--- config.mk ---
export PLATFORM = sky130hd
export DESIGN_NAME = pwm_multi_dt_flat
export DESIGN_NICKNAME = d
export VERILOG_FILES = /design/src/rtl/pwm_multi_dt_if.sv /design/src/rtl/pwm_multi_dt.sv /design/src/flat_wrapper.sv
export SDC_FILE = /design/constraint.sdc
export NUM_CORES = 1
export LEC_CHECK = 0
export CORE_ASPECT_RATIO = 0.5
export CORE_MARGIN = 4
export CORE_UTILIZATION = 37
export CTS_CLUSTER_DIAMETER = 150
export DETAILED_ROUTE_END_ITERATION = 12
export PLACE_DENSITY = 0.57
export SYNTH_ARGS = -nofsm -noshare
export SYNTH_HDL_FRONTEND = slang
export SYNTH_SLANG_ARGS = --single-unit
export TNS_END_PERCENT = 20
--- constraint.sdc ---
create_clock -name clk -period 5.7 [get_ports clk]
set_input_delay 1.71 -clock clk [delete_from_list [all_inputs] [get_ports clk]]
set_output_delay 1.71 -clock clk [all_outputs]
set_load 0.02 [all_outputs]
--- src/rtl/pwm_multi_dt_if.sv ---
// Control/status bundle between the register interface and the multi-channel PWM core.
interface pwm_multi_dt_if #(
  parameter int unsigned WIDTH    = 8,
  parameter int unsigned CHANNELS = 4,
  parameter int unsigned DT_WIDTH = 4
);
  logic                      enable;
  logic                      center;
  logic [WIDTH-1:0]          period;
  logic [CHANNELS*WIDTH-1:0] duty;
  logic [DT_WIDTH-1:0]       deadtime;
  logic                      load;
  logic [CHANNELS-1:0]       pwm_h;
  logic [CHANNELS-1:0]       pwm_l;
  logic                      period_tick;
  logic                      load_pending;

  modport master (
    output enable, center, period, duty, deadtime, load,
    input  pwm_h, pwm_l, period_tick, load_pending
  );

  modport slave (
    input  enable, center, period, duty, deadtime, load,
    output pwm_h, pwm_l, period_tick, load_pending
  );
endinterface

--- src/rtl/pwm_multi_dt.sv ---
// Multi-channel PWM: shared edge/center-aligned counter, double-buffered
// period/duty/dead-time, complementary outputs with per-channel dead-time.
module pwm_multi_dt #(
  parameter int unsigned WIDTH    = 8,
  parameter int unsigned CHANNELS = 4,
  parameter int unsigned DT_WIDTH = 4
) (
  input  logic            clk,
  input  logic            reset,
  pwm_multi_dt_if.slave   bus
);

  typedef enum logic {DIR_UP = 1'b0, DIR_DOWN = 1'b1} dir_e;

  logic [WIDTH-1:0]    count_q, count_d;
  dir_e                dir_q, dir_d;
  logic                en_q, en_d;
  logic                pend_q, pend_d;
  logic [WIDTH-1:0]    per_q, per_d;
  logic                ctr_q, ctr_d;
  logic [DT_WIDTH-1:0] dt_q, dt_d;
  logic [WIDTH-1:0]    duty_q [CHANNELS];
  logic [WIDTH-1:0]    duty_d [CHANNELS];
  logic [CHANNELS-1:0] raw_q, raw_d;
  logic [DT_WIDTH-1:0] dt_cnt_q [CHANNELS];
  logic [DT_WIDTH-1:0] dt_cnt_d [CHANNELS];

  logic                boundary_c;
  logic                xfer_c;
  logic [WIDTH-1:0]    per_eff_c;
  logic                ctr_eff_c;
  logic [CHANNELS-1:0] pwm_h_c, pwm_l_c;

  // State registers with synchronous active-low reset
  always_ff @(posedge clk) begin
    if (!reset) begin
      count_q <= '0;
      dir_q   <= DIR_UP;
      en_q    <= 1'b0;
      pend_q  <= 1'b0;
      per_q   <= '0;
      ctr_q   <= 1'b0;
      dt_q    <= '0;
      raw_q   <= '0;
      for (int i = 0; i < int'(CHANNELS); i++) begin
        duty_q[i]   <= '0;
        dt_cnt_q[i] <= '0;
      end
    end else begin
      count_q <= count_d;
      dir_q   <= dir_d;
      en_q    <= en_d;
      pend_q  <= pend_d;
      per_q   <= per_d;
      ctr_q   <= ctr_d;
      dt_q    <= dt_d;
      raw_q   <= raw_d;
      for (int i = 0; i < int'(CHANNELS); i++) begin
        duty_q[i]   <= duty_d[i];
        dt_cnt_q[i] <= dt_cnt_d[i];
      end
    end
  end

  // Next state: shadow transfer, counter stepping, compare and dead-time
  always_comb begin
    count_d    = count_q;
    dir_d      = dir_q;
    en_d       = en_q;
    pend_d     = pend_q;
    per_d      = per_q;
    ctr_d      = ctr_q;
    dt_d       = dt_q;
    duty_d     = duty_q;
    raw_d      = raw_q;
    dt_cnt_d   = dt_cnt_q;
    boundary_c = (count_q == '0) && bus.enable && en_q;
    xfer_c     = boundary_c && (bus.load || pend_q);
    per_eff_c  = xfer_c ? bus.period : per_q;
    ctr_eff_c  = xfer_c ? bus.center : ctr_q;

    if (!bus.enable) begin
      // Idle: active registers track the shadow inputs
      count_d = '0;
      dir_d   = DIR_UP;
      en_d    = 1'b0;
      pend_d  = 1'b0;
      per_d   = bus.period;
      ctr_d   = bus.center;
      dt_d    = bus.deadtime;
      raw_d   = '0;
      for (int i = 0; i < int'(CHANNELS); i++) begin
        duty_d[i]   = bus.duty[i*WIDTH +: WIDTH];
        dt_cnt_d[i] = '0;
      end
    end else begin
      en_d = 1'b1;
      if (xfer_c) begin
        per_d  = bus.period;
        ctr_d  = bus.center;
        dt_d   = bus.deadtime;
        pend_d = 1'b0;
        for (int i = 0; i < int'(CHANNELS); i++) begin
          duty_d[i] = bus.duty[i*WIDTH +: WIDTH];
        end
      end else if (bus.load) begin
        pend_d = 1'b1;
      end

      // Stepping uses the values that govern the following cycle
      if (!ctr_eff_c || (per_eff_c == '0)) begin
        dir_d   = DIR_UP;
        count_d = (count_q >= per_eff_c) ? '0 : count_q + WIDTH'(1);
      end else if ((dir_q == DIR_UP) && (count_q < per_eff_c)) begin
        dir_d   = DIR_UP;
        count_d = count_q + WIDTH'(1);
      end else begin
        count_d = count_q - WIDTH'(1);
        dir_d   = (count_q == WIDTH'(1)) ? DIR_UP : DIR_DOWN;
      end

      for (int i = 0; i < int'(CHANNELS); i++) begin
        raw_d[i] = (count_q < duty_q[i]);
        if (raw_d[i] != raw_q[i]) begin
          dt_cnt_d[i] = dt_q;
        end else if (dt_cnt_q[i] != '0) begin
          dt_cnt_d[i] = dt_cnt_q[i] - DT_WIDTH'(1);
        end
      end
    end
  end

  // Complementary gate outputs, both held low while dead-time runs
  always_comb begin
    pwm_h_c = '0;
    pwm_l_c = '0;
    for (int i = 0; i < int'(CHANNELS); i++) begin
      pwm_h_c[i] = en_q &  raw_q[i] & (dt_cnt_q[i] == '0);
      pwm_l_c[i] = en_q & ~raw_q[i] & (dt_cnt_q[i] == '0);
    end
  end

  assign bus.pwm_h        = pwm_h_c;
  assign bus.pwm_l        = pwm_l_c;
  assign bus.period_tick  = boundary_c;
  assign bus.load_pending = pend_q;

endmodule

--- src/flat_wrapper.sv ---
// flat-port wrapper written by rule: the top's interface ports become plain ports
module pwm_multi_dt_flat 
#(
  parameter int unsigned WIDTH    = 8,
  parameter int unsigned CHANNELS = 4,
  parameter int unsigned DT_WIDTH = 4
)
  (clk, reset, bus_enable, bus_center, bus_period, bus_duty, bus_deadtime, bus_load, bus_pwm_h, bus_pwm_l, bus_period_tick, bus_load_pending);
  pwm_multi_dt_if #(.WIDTH(WIDTH), .CHANNELS(CHANNELS), .DT_WIDTH(DT_WIDTH)) bus_i ();
  input  logic clk;
  input  logic reset;
  input wire logic [$bits(bus_i.enable)-1:0] bus_enable;
  input wire logic [$bits(bus_i.center)-1:0] bus_center;
  input wire logic [$bits(bus_i.period)-1:0] bus_period;
  input wire logic [$bits(bus_i.duty)-1:0] bus_duty;
  input wire logic [$bits(bus_i.deadtime)-1:0] bus_deadtime;
  input wire logic [$bits(bus_i.load)-1:0] bus_load;
  output wire logic [$bits(bus_i.pwm_h)-1:0] bus_pwm_h;
  output wire logic [$bits(bus_i.pwm_l)-1:0] bus_pwm_l;
  output wire logic [$bits(bus_i.period_tick)-1:0] bus_period_tick;
  output wire logic [$bits(bus_i.load_pending)-1:0] bus_load_pending;
  assign bus_i.enable = bus_enable;
  assign bus_i.center = bus_center;
  assign bus_i.period = bus_period;
  assign bus_i.duty = bus_duty;
  assign bus_i.deadtime = bus_deadtime;
  assign bus_i.load = bus_load;
  assign bus_pwm_h = bus_i.pwm_h;
  assign bus_pwm_l = bus_i.pwm_l;
  assign bus_period_tick = bus_i.period_tick;
  assign bus_load_pending = bus_i.load_pending;
  pwm_multi_dt #(.WIDTH(WIDTH), .CHANNELS(CHANNELS), .DT_WIDTH(DT_WIDTH)) u_core (.clk(clk), .reset(reset), .bus(bus_i));
endmodule
Word-level counts from Yosys, hierarchy flattened
Index checks and enable logic that the tools add are counted.
Word-level totals
  register bits after elaboration: 76
  output and inout bits: 10
  input bits: 49
  logic and storage cells: 102
Operators by class
  reductions and logical operators: 24
  magnitude comparators: 6
  bitwise operators: 23
  multiplexer cells: 21
  eq/ne operators: 6
  add/subtract/negate cells: 6
Operators with widths (count)
  2-to-1 mux 32 bit: 2
  < comparator 8 bit: 5
  2-to-1 mux 4 bit: 10
  2-to-1 mux 8 bit: 5
  bitwise AND 1 bit: 16
  logical NOT 4 bit: 4
  logical NOT 8 bit: 2
  nonzero test 4 bit: 4
  subtractor 4 x 1 -> 4 bit, second input constant: 4
  adder 8 x 1 -> 8 bit, second input constant: 1
  == test 8 x 1 -> 1 bit, second input constant: 1
  >= comparator 8 bit: 1
  nonzero test 2 bit: 4
  subtractor 8 x 1 -> 8 bit, second input constant: 1
  NOT 1 bit: 7
  logical AND 1 bit: 4
  2-to-1 mux 1 bit: 4
  != test 1 bit: 4
  OR reduction 4 bit: 1
  OR reduction 3 bit: 1
  logical OR 1 bit: 2
  != test 2 x 1 -> 1 bit, second input constant: 1
  AND reduction 2 bit: 1
  logical NOT 1 bit: 1

Logic depth before layout (Yosys ltp)
Gate-level depths: netlist of run 1.
  depth after elaboration: 9
  depth in mapped cells: 15
  mapped depth without buffers: 12

Worst setup path before layout of run 1
OpenSTA, ideal clock, no wires.
  path kind: input to register
  from: in bus_enable
  to: reg u_core.count_q[6]
  setup time: 0.079 ns
  setup slack: 1.225 ns
  arrival time: 4.395 ns
  stages: 11
  required time: 5.621 ns
  path buffers: 1
  cells stage by stage: o2111ai_1 > nor3_2 > buf_2 > mux2i_1 > ha_1 > a21oi_1 > a31oi_1 > nor3_1 > mux2_4 > or3b_2 > a22oi_1
Between the ends
  word-level cells in the longest chain between the ends: 8
  elaborated cells between the ends (all ways): 15
  those cells by class: 2 x order compare; 5 x mux; 8 x reduce/logical
Ends and longest elaborated chain
  start, declared: line flat_wrapper.sv:12  | input wire logic [$bits(bus_i.enable)-1:0] bus_enable;
  logical AND 1 bit (2 in a row): line pwm_multi_dt.sv:77  | boundary_c = (count_q == '0) && bus.enable && en_q;
  logical AND 1 bit: line pwm_multi_dt.sv:78  | xfer_c = boundary_c && (bus.load || pend_q);
  2-to-1 mux 8 bit: line pwm_multi_dt.sv:79  | per_eff_c = xfer_c ? bus.period : per_q;
  < comparator 8 bit: line pwm_multi_dt.sv:114  | end else if ((dir_q == DIR_UP) && (count_q < per_eff_c)) begin
  logical AND 1 bit: line pwm_multi_dt.sv:114
  2-to-1 mux 8 bit: line pwm_multi_dt.sv:114
  2-to-1 mux 8 bit: line pwm_multi_dt.sv:111  | if (!ctr_eff_c || (per_eff_c == '0)) begin
  end signal, assigned: line pwm_multi_dt.sv:50  | count_q <= count_d;
  end, declared: line pwm_multi_dt.sv:15  | logic [WIDTH-1:0] count_q, count_d;
Parallel ways exist; a longest one is shown, timed or not.
A chain may end at the register's enable or synchronous reset.

Final worst setup path of run 1
  from: in bus_enable
  to: out bus_period_tick
Between the ends
  word-level cells in the longest chain between the ends: 2
Ends and longest elaborated chain
  logical AND 1 bit (2 in a row): line pwm_multi_dt.sv:77
  end, declared: line flat_wrapper.sv:20  | output wire logic [$bits(bus_i.period_tick)-1:0] bus_period_tick;
No other way between the ends.

==> results.py, run 1 <==
metrics = {
    "critical_path": {
        "rr_worst_depth": 12,
        "crit_fanout": 5,
        "regToRegEndpoint": "u_core.count_q[4]$_SDFF_PN0_",
        "worstSetupPathType": "input port to primary output",
        "r2r_setup_slack_ns": 1.94,
        "arrival_ns": 3.09,
        "worstPathRequired_ns": 3.99,
        "r2r-start": "u_core.count_q[4]$_SDFF_PN0_",
        "end_kind": "primary output",
        "crit_path_start_kind": "input port",
    },
    "routing": {
        "drt_wl_total_um": 11360,
        "drt-vias-per-instance": 5.104,
        "drt-wirelength-per-cell_um": 14.45,
        "vias": 4012,
        "ant_nets": 0,
        "first_pass_iters": 5,
        "drcViolationCount": 0,
        "drtIter0Drc": 177,
    },
    "placed_design": {
        "io_buffer_count": 58,
        "detailed_place_hpwl_um": 8283,
        "place_area_um2": 5334,
        "place_inst": 770,
        "gp_congestion": 0.8504,
    },
    "clocking": {
        "h-tree-depth": 3,
        "cts-root-buf": "clkbuf_16",
        "ctsLongestPathBuffers": 2,
        "post_cts_buffers": 0,
        "ctsResizeCount": 0,
        "cts_buffers": 9,
        "cts_tree": "yes",
        "clk_latency_ns": 0.34,
        "path_clk_slew_ns": 0.06,
        "cts_hold_buf": 0,
        "cts_sinks": 76,
    },
    "global_routing": {
        "grt_use_total_pct": 16.34,
        "grt_pass1_vias": 3920,
        "grt_pass1_wl_um": 18980,
        "overflow": 0,
        "antenna_found_initial": 0,
        "grt_max_degree": 46,
    },
    "timing": {
        "rsz0062_at_grt": "false",
        "finalHoldViolCount": 0,
        "tns_ns": 0,
        "fin_skew_ns": 0.006216,
        "slew_viol_final": 0,
        "fin_crit_sh_pct": 84.14,
        "worst_pin_slew_ns": 1.266,
        "setup_viol": 0,
        "worst_slew_margin_rel_pct": 14.29,
        "fin_crit_ns": 4.796,
        "fmax_mhz": 208.5,
        "whs_ns": 0.4590,
    },
    "synth": {
        "synth.area.top_cells": "dfxtp_1 (33%), ha_1 (12%), nand2_1 (9.7%), a21boi_0 (7.8%), mux2i_1 (5.9%)",
        "synth_edf_count": 0,
        "async_flop_share_pct": 0,
        "synth_top_area_share_pct": 33.09,
        "avgSynthCellArea_um2": 8.153,
        "synth_flop_cell": "dfxtp_1",
        "syn_nets": 657,
        "synth_top_area_cell": "dfxtp_1",
        "syn-instance-count": 564,
        "syn-cell-area_um2": 4598,
        "synth_cell_types": 52,
        "seq_area_frac_synth_pct": 33.09,
        "ys_ff_latch": 76,
        "ys_warn_count": 0,
    },
    "cells_and_area": {
        "fin_area_um2": 5635,
        "register_area_um2": 1521,
        "synthToLayoutAreaGrowth_pct": 22.56,
        "multi_input_area_um2": 2800,
        "num_antenna_cells": 0,
        "layoutNonFillerInstCount": 786,
        "fillers": 1235,
        "final_layout_size_suffix_gt1_share_pct": 4.992,
        "fin_util_pct": 47.03,
        "num-nets-final": 709,
    },
    "min_path": {
        "hold_path_depth": 2,
        "whs_endpoint": "u_core.duty_q[20]$_SDFFE_PN0P_",
        "hp-start": "u_core.duty_q[20]$_SDFFE_PN0P_",
        "hp-class": "register to register",
    },
    "power_and_ir_drop": {
        "p_leak_nw": 2.279,
        "ir_worst_vdd_v": 0.0001825,
        "powerDensity_nw_per_um2": 407.4,
    },
    "floorplanning": {
        "dieArea_um2": 14380,
        "die_height_um": 86.83,
        "die_x_um": 165.7,
        "std_cell_rows": 28,
        "core_area_um2": 11980,
        "io_pins": 59,
        "initial_utilization_pct": 38.38,
    },
    "run_status": {
        "status": "finished, final reports clean",
    },
    "job": {
        "cap_violations": 0,
    },
}
cells by family (layout without fill, tap and decap cells):
| kind of cell | after synthesis | in the layout | synth area share [%] |
|---|---|---|---|
| AND/OR/NAND/NOR | 214 | 214 | 21.71 |
| buffers and inverters | 70 | 127 | 6.068 |
| multiplexers | 30 | 30 | 6.748 |
| adder cells (fa/ha/maj) | 44 | 44 | 11.97 |
| flip-flops | 76 | 76 | 33.09 |
| XOR/XNOR | 12 | 12 | 2.286 |
| AO/OA/AOI/OAI | 118 | 118 | 18.12 |
where the power goes:
| part | leakage [nW] | switching [mW] | internal, mW | total [mW] |
|---|---|---|---|---|
| clock | 0.147 | 0.235 | 0.342 | 0.577 |
| combinational | 1.51 | 0.543 | 0.470 | 1.01 |
| sequential | 0.624 | 0.109 | 0.596 | 0.706 |
cell type report:
type	instances	share of cell area [%]
timing repair buffer	65	11.23
clock buffer	9	3.996
clock inverter	7	1.354
sequential	76	27.00
inverter	46	3.064
multi-input combinational	418	49.69
tap	165	3.663
cell usage in the layout, fill, tap and decap left out, types with 2 or more instances in the layout:
cell,instances
nor4_1,7
o21ai_0,6
and3_1,8
a21o_1,9
a21boi_0,48
xnor2_1,11
clkdlybuf4s50_1,58
dfxtp_1,76
o21a_1,4
nor3_1,18
mux2i_1,27
o31a_1,3
buf_4,7
o211ai_1,8
nand4_1,5
o311ai_1,4
nand3b_1,2
and2_1,4
a311oi_1,2
nor3b_1,5
or3_1,11
inv_1,45
nand2b_1,5
nand3_1,5
and3b_1,2
clkbuf_16,9
a211oi_1,2
a32oi_1,3
clkinv_4,2
a21oi_1,20
nand2_1,119
clkinv_2,2
nor2_1,16
a31oi_1,3
ha_1,44
worst max-delay path: stages:
cell and delay (ns):
clkdlybuf4s50_1 0.53, and4_1 0.23, clkdlybuf4s50_1 0.61
flip-flops by register name, summed over array words and instances, names as in the netlist:
register,flops
u_core.raw_q,4
u_core.duty_q,32
u_core.per_q,8
u_core.bus.load_pending,1
u_core.en_q,1
u_core.dt_q,4
u_core.count_q,8
u_core.dir_q,1
u_core.ctr_q,1
u_core.dt_cnt_q,16
through the flow:
stage	power, mW	setup slack (ns)
after floorplan	1.445	1.225
after global placement	1.705	0.7942
after detailed placement	1.716	0.7589
after CTS	2.309	0.9180
after global routing	2.470	0.8167
final	2.296	0.9040
layer usage:
layer	part of all wire (%)	vias to the layer above	global-route usage, %
met5	0	-	0
met4	1.2	0	4.790
met3	5.4	13	3.052
met2	41	89	25.78
met1	52	1829	22.96
li1	-	2081	-
synthesized netlist by cell type (all sizes together) (2+ instances only):
master,number
buf,9
a21boi,48
mux2i,28
o21ai,7
inv,46
nand4,5
a21oi,20
and3,8
a211oi,2
or3,11
dfxtp,76
o21a,4
a311oi,2
and3b,2
nor3b,5
mux2,2
a31oi,3
clkbuf,15
nand2,119
nand3,5
nor3,19
o211ai,8
nor2,16
nand3b,2
a32oi,3
ha,44
and2,4
o31a,3
nor4,7
xnor2,11
o311ai,4
a21o,9
nand2b,5
how the worst max path moves through the flow:
stage               start                      endpoint  slack (ns)  depth (start not counted)
6_report       bus_enable               bus_period_tick        0.90                          3
5_1_grt        bus_enable  u_core.count_q[4]$_SDFF_PN0_        0.82                         13
4_1_cts        bus_enable               bus_period_tick        0.92                          3
3_5_place_dp   bus_enable  u_core.count_q[5]$_SDFF_PN0_        0.76                         13
3_3_place_gp   bus_enable  u_core.count_q[5]$_SDFF_PN0_        0.79                         13
2_1_floorplan  bus_enable  u_core.count_q[6]$_SDFF_PN0_        1.23                         11
(Power assumes the default switching activity.)
==> run 2, diff against run 1 <==
==> constraint.sdc (replaced) <==
create_clock -name clk -period 4.84 [get_ports clk]
set_input_delay 1.452 -clock clk [delete_from_list [all_inputs] [get_ports clk]]
set_output_delay 1.452 -clock clk [all_outputs]
set_load 0.02 [all_outputs]
==> run 2 against run 1 <==
Compared with the run above: register-to-register slack lost 0.58 ns; utilization rose by 0.66 points; non-clock buffer count increased by 4; via count shrank 0.80%; global-route usage is 0.53 points lower; largest power group unchanged.
==> results.py, run 2 (same netlist as run 1, synthesis figures left out) <==
metrics = {
    "routing": {
        "drtIter0Drc": 249,
        "drt-wirelength-per-cell_um": 14.13,
        "first_pass_iters": 4,
        "vias": 3980,
        "drt_wl_total_um": 11180,
        "drcViolationCount": 0,
        "ant_nets": 0,
        "drt-vias-per-instance": 5.032,
    },
    "job": {
        "cap_violations": 0,
    },
    "placed_design": {
        "place_inst": 774,
        "detailed_place_hpwl_um": 8350,
        "io_buffer_count": 58,
        "pre_cts_ws_ns": 0.3343,
        "gp_congestion": 0.8486,
    },
    "min_path": {
        "hp-class": "register to register",
    },
    "clocking": {
        "path_clk_slew_ns": 0.06,
        "cts_buffers": 9,
        "cts_tree": "yes",
        "cts_sinks": 76,
        "h-tree-depth": 3,
        "post_cts_buffers": 0,
        "clk_latency_ns": 0.33,
        "ctsResizeCount": 0,
        "ctsLongestPathBuffers": 2,
        "cts-root-buf": "clkbuf_16",
        "cts_hold_buf": 0,
    },
    "timing": {
        "slew_viol_final": 0,
        "rsz0062_at_grt": "false",
        "worst_pin_slew_ns": 1.232,
        "fmax_mhz": 234.0,
        "worst_slew_margin_rel_pct": 16.54,
        "tns_ns": 0,
        "timing.final.ws_setup_ns": 0.5664,
        "fin_crit_sh_pct": 88.30,
        "fin_skew_ns": 0.008550,
        "fin_crit_ns": 4.274,
        "finalHoldViolCount": 0,
        "setup_viol": 0,
    },
    "floorplanning": {
        "std_cell_rows": 28,
        "initial_utilization_pct": 38.38,
        "die_height_um": 86.83,
        "die_x_um": 165.7,
        "io_pins": 59,
        "core_area_um2": 11980,
        "dieArea_um2": 14380,
    },
    "power_and_ir_drop": {
        "ir_worst_vdd_v": 0.0002030,
        "p_switching_mw": 1.023,
        "pwr-share-comb_pct": 42.6,
        "powerDensity_nw_per_um2": 490.7,
        "clkPwrFrac_pct": 27.8,
        "internal_power_mw": 1.781,
        "seq_power_share_pct": 29.6,
        "swShare_pct": 36.49,
        "p_leak_nw": 2.325,
    },
    "global_routing": {
        "overflow": 0,
        "grt_pass1_vias": 3792,
        "grt_max_degree": 46,
        "grt_use_met1_pct": 23.33,
        "grt_use_total_pct": 15.80,
        "antenna_found_initial": 0,
        "use_met2_pct": 23.26,
        "use_met3_pct": 4.009,
        "grt_pass1_wl_um": 18590,
        "busiest_layer": "met1",
    },
    "critical_path": {
        "worstPathRequired_ns": 3.39,
        "cpLargestDelayFamily": "buffers and inverters",
        "cp_slowest_stage_delay_ns": 0.61,
        "worstSetupPathType": "input port to primary output",
        "path_cells": "clkdlybuf4s50_1, and4_1, clkdlybuf4s50_1",
        "cpMostUsedCell": "clkdlybuf4s50_1",
        "crit_fanout": 5,
        "path_buf_inv": 2,
        "crit_path_start_kind": "input port",
        "arrival_ns": 2.82,
        "cp_slowest_cell": "clkdlybuf4s50_1",
        "end_kind": "primary output",
    },
    "cells_and_area": {
        "num-nets-final": 713,
        "reg_top3": "u_core.duty_q x32, u_core.dt_cnt_q x16",
        "layout_commonest_cell": "nand2_1",
        "final_layout_size_suffix_gt1_share_pct": 5.600,
        "final_cell_mix": "nand2_1 (119), dfxtp_1 (76), clkdlybuf4s50_1 (58)",
        "fin_util_pct": 47.69,
        "fillers": 1189,
        "layoutNonFillerInstCount": 791,
        "synthToLayoutAreaGrowth_pct": 24.27,
        "largest_register_ffs": 32,
        "regMostFlops": "u_core.duty_q",
    },
    "run_status": {
        "status": "finished, final reports clean",
    },
}
## run 2: cell types whose count changed in the layout (fill, tap and decap cells not counted), sizes merged
cell,delta
clkbuf,+1
diode,+1
clkinv,-2
buf,+4
bufinv,+2
clkinvlp,-1
## run 2: per-layer routing
metal | vias up | part of all wire [%]
met4 | 0 | 0.85
met5 | - | 0
li1 | 2075 | -
met2 | 76 | 40
met1 | 1817 | 54
met3 | 12 | 4.8
## run 2: path summary, 6_finish.rpt
kind	startpoint	to	slack, ns	cells past startpoint
min	u_core.duty_q[21]$_SDFFE_PN0P_	u_core.duty_q[21]$_SDFFE_PN0P_	0.46	2
max reg2reg	u_core.count_q[4]$_SDFF_PN0_	u_core.count_q[6]$_SDFF_PN0_	1.36	11
min reg2reg	u_core.duty_q[21]$_SDFFE_PN0P_	u_core.duty_q[21]$_SDFFE_PN0P_	0.46	2
max	bus_enable	bus_period_tick	0.57	3
## run 2: area by class of cell
class	count	area (um^2)	share of cell area, %
antenna	1	2.502	0.04379
clock buffer	10	239.0	4.182
clock inverter	6	108.9	1.905
inverter	46	172.7	3.022
multi-input combinational	418	2800	49.00
sequential	76	1521	26.63
tap	165	206.4	3.613
timing repair buffer	69	663.1	11.60
## run 2: power groups by stage
stage / Combinational (mW) / Clock, mW / Sequential, mW
after CTS: 1.19 / 0.796 / 0.827
after detailed placement: 1.18 / 0 / 0.841
after global routing: 1.35 / 0.825 / 0.841
final: 1.20 / 0.779 / 0.829
after floorplan: 0.924 / 0 / 0.778
after global placement: 1.18 / 0 / 0.840
## run 2: tightest hold or removal path: stages, from the launching register on
cell	delay (ns)
dfxtp_1	0.31
nand2_1	0.05
a21boi_0	0.06
## run 2: through the flow
| step | hold slack (ns) | power (mW) | instance area (um^2) |
|---|---|---|---|
| 3_5_place_dp | 0.4584 | 2.023 | 5364 |
| 3_3_place_gp | 0.4502 | 2.019 | 5364 |
| 4_1_cts | 0.4654 | 2.817 | 5712 |
| 5_1_grt | 0.4823 | 3.012 | 5712 |
| 6_report | 0.4596 | 2.804 | 5714 |
| 2_1_floorplan | 0.4371 | 1.702 | 4598 |
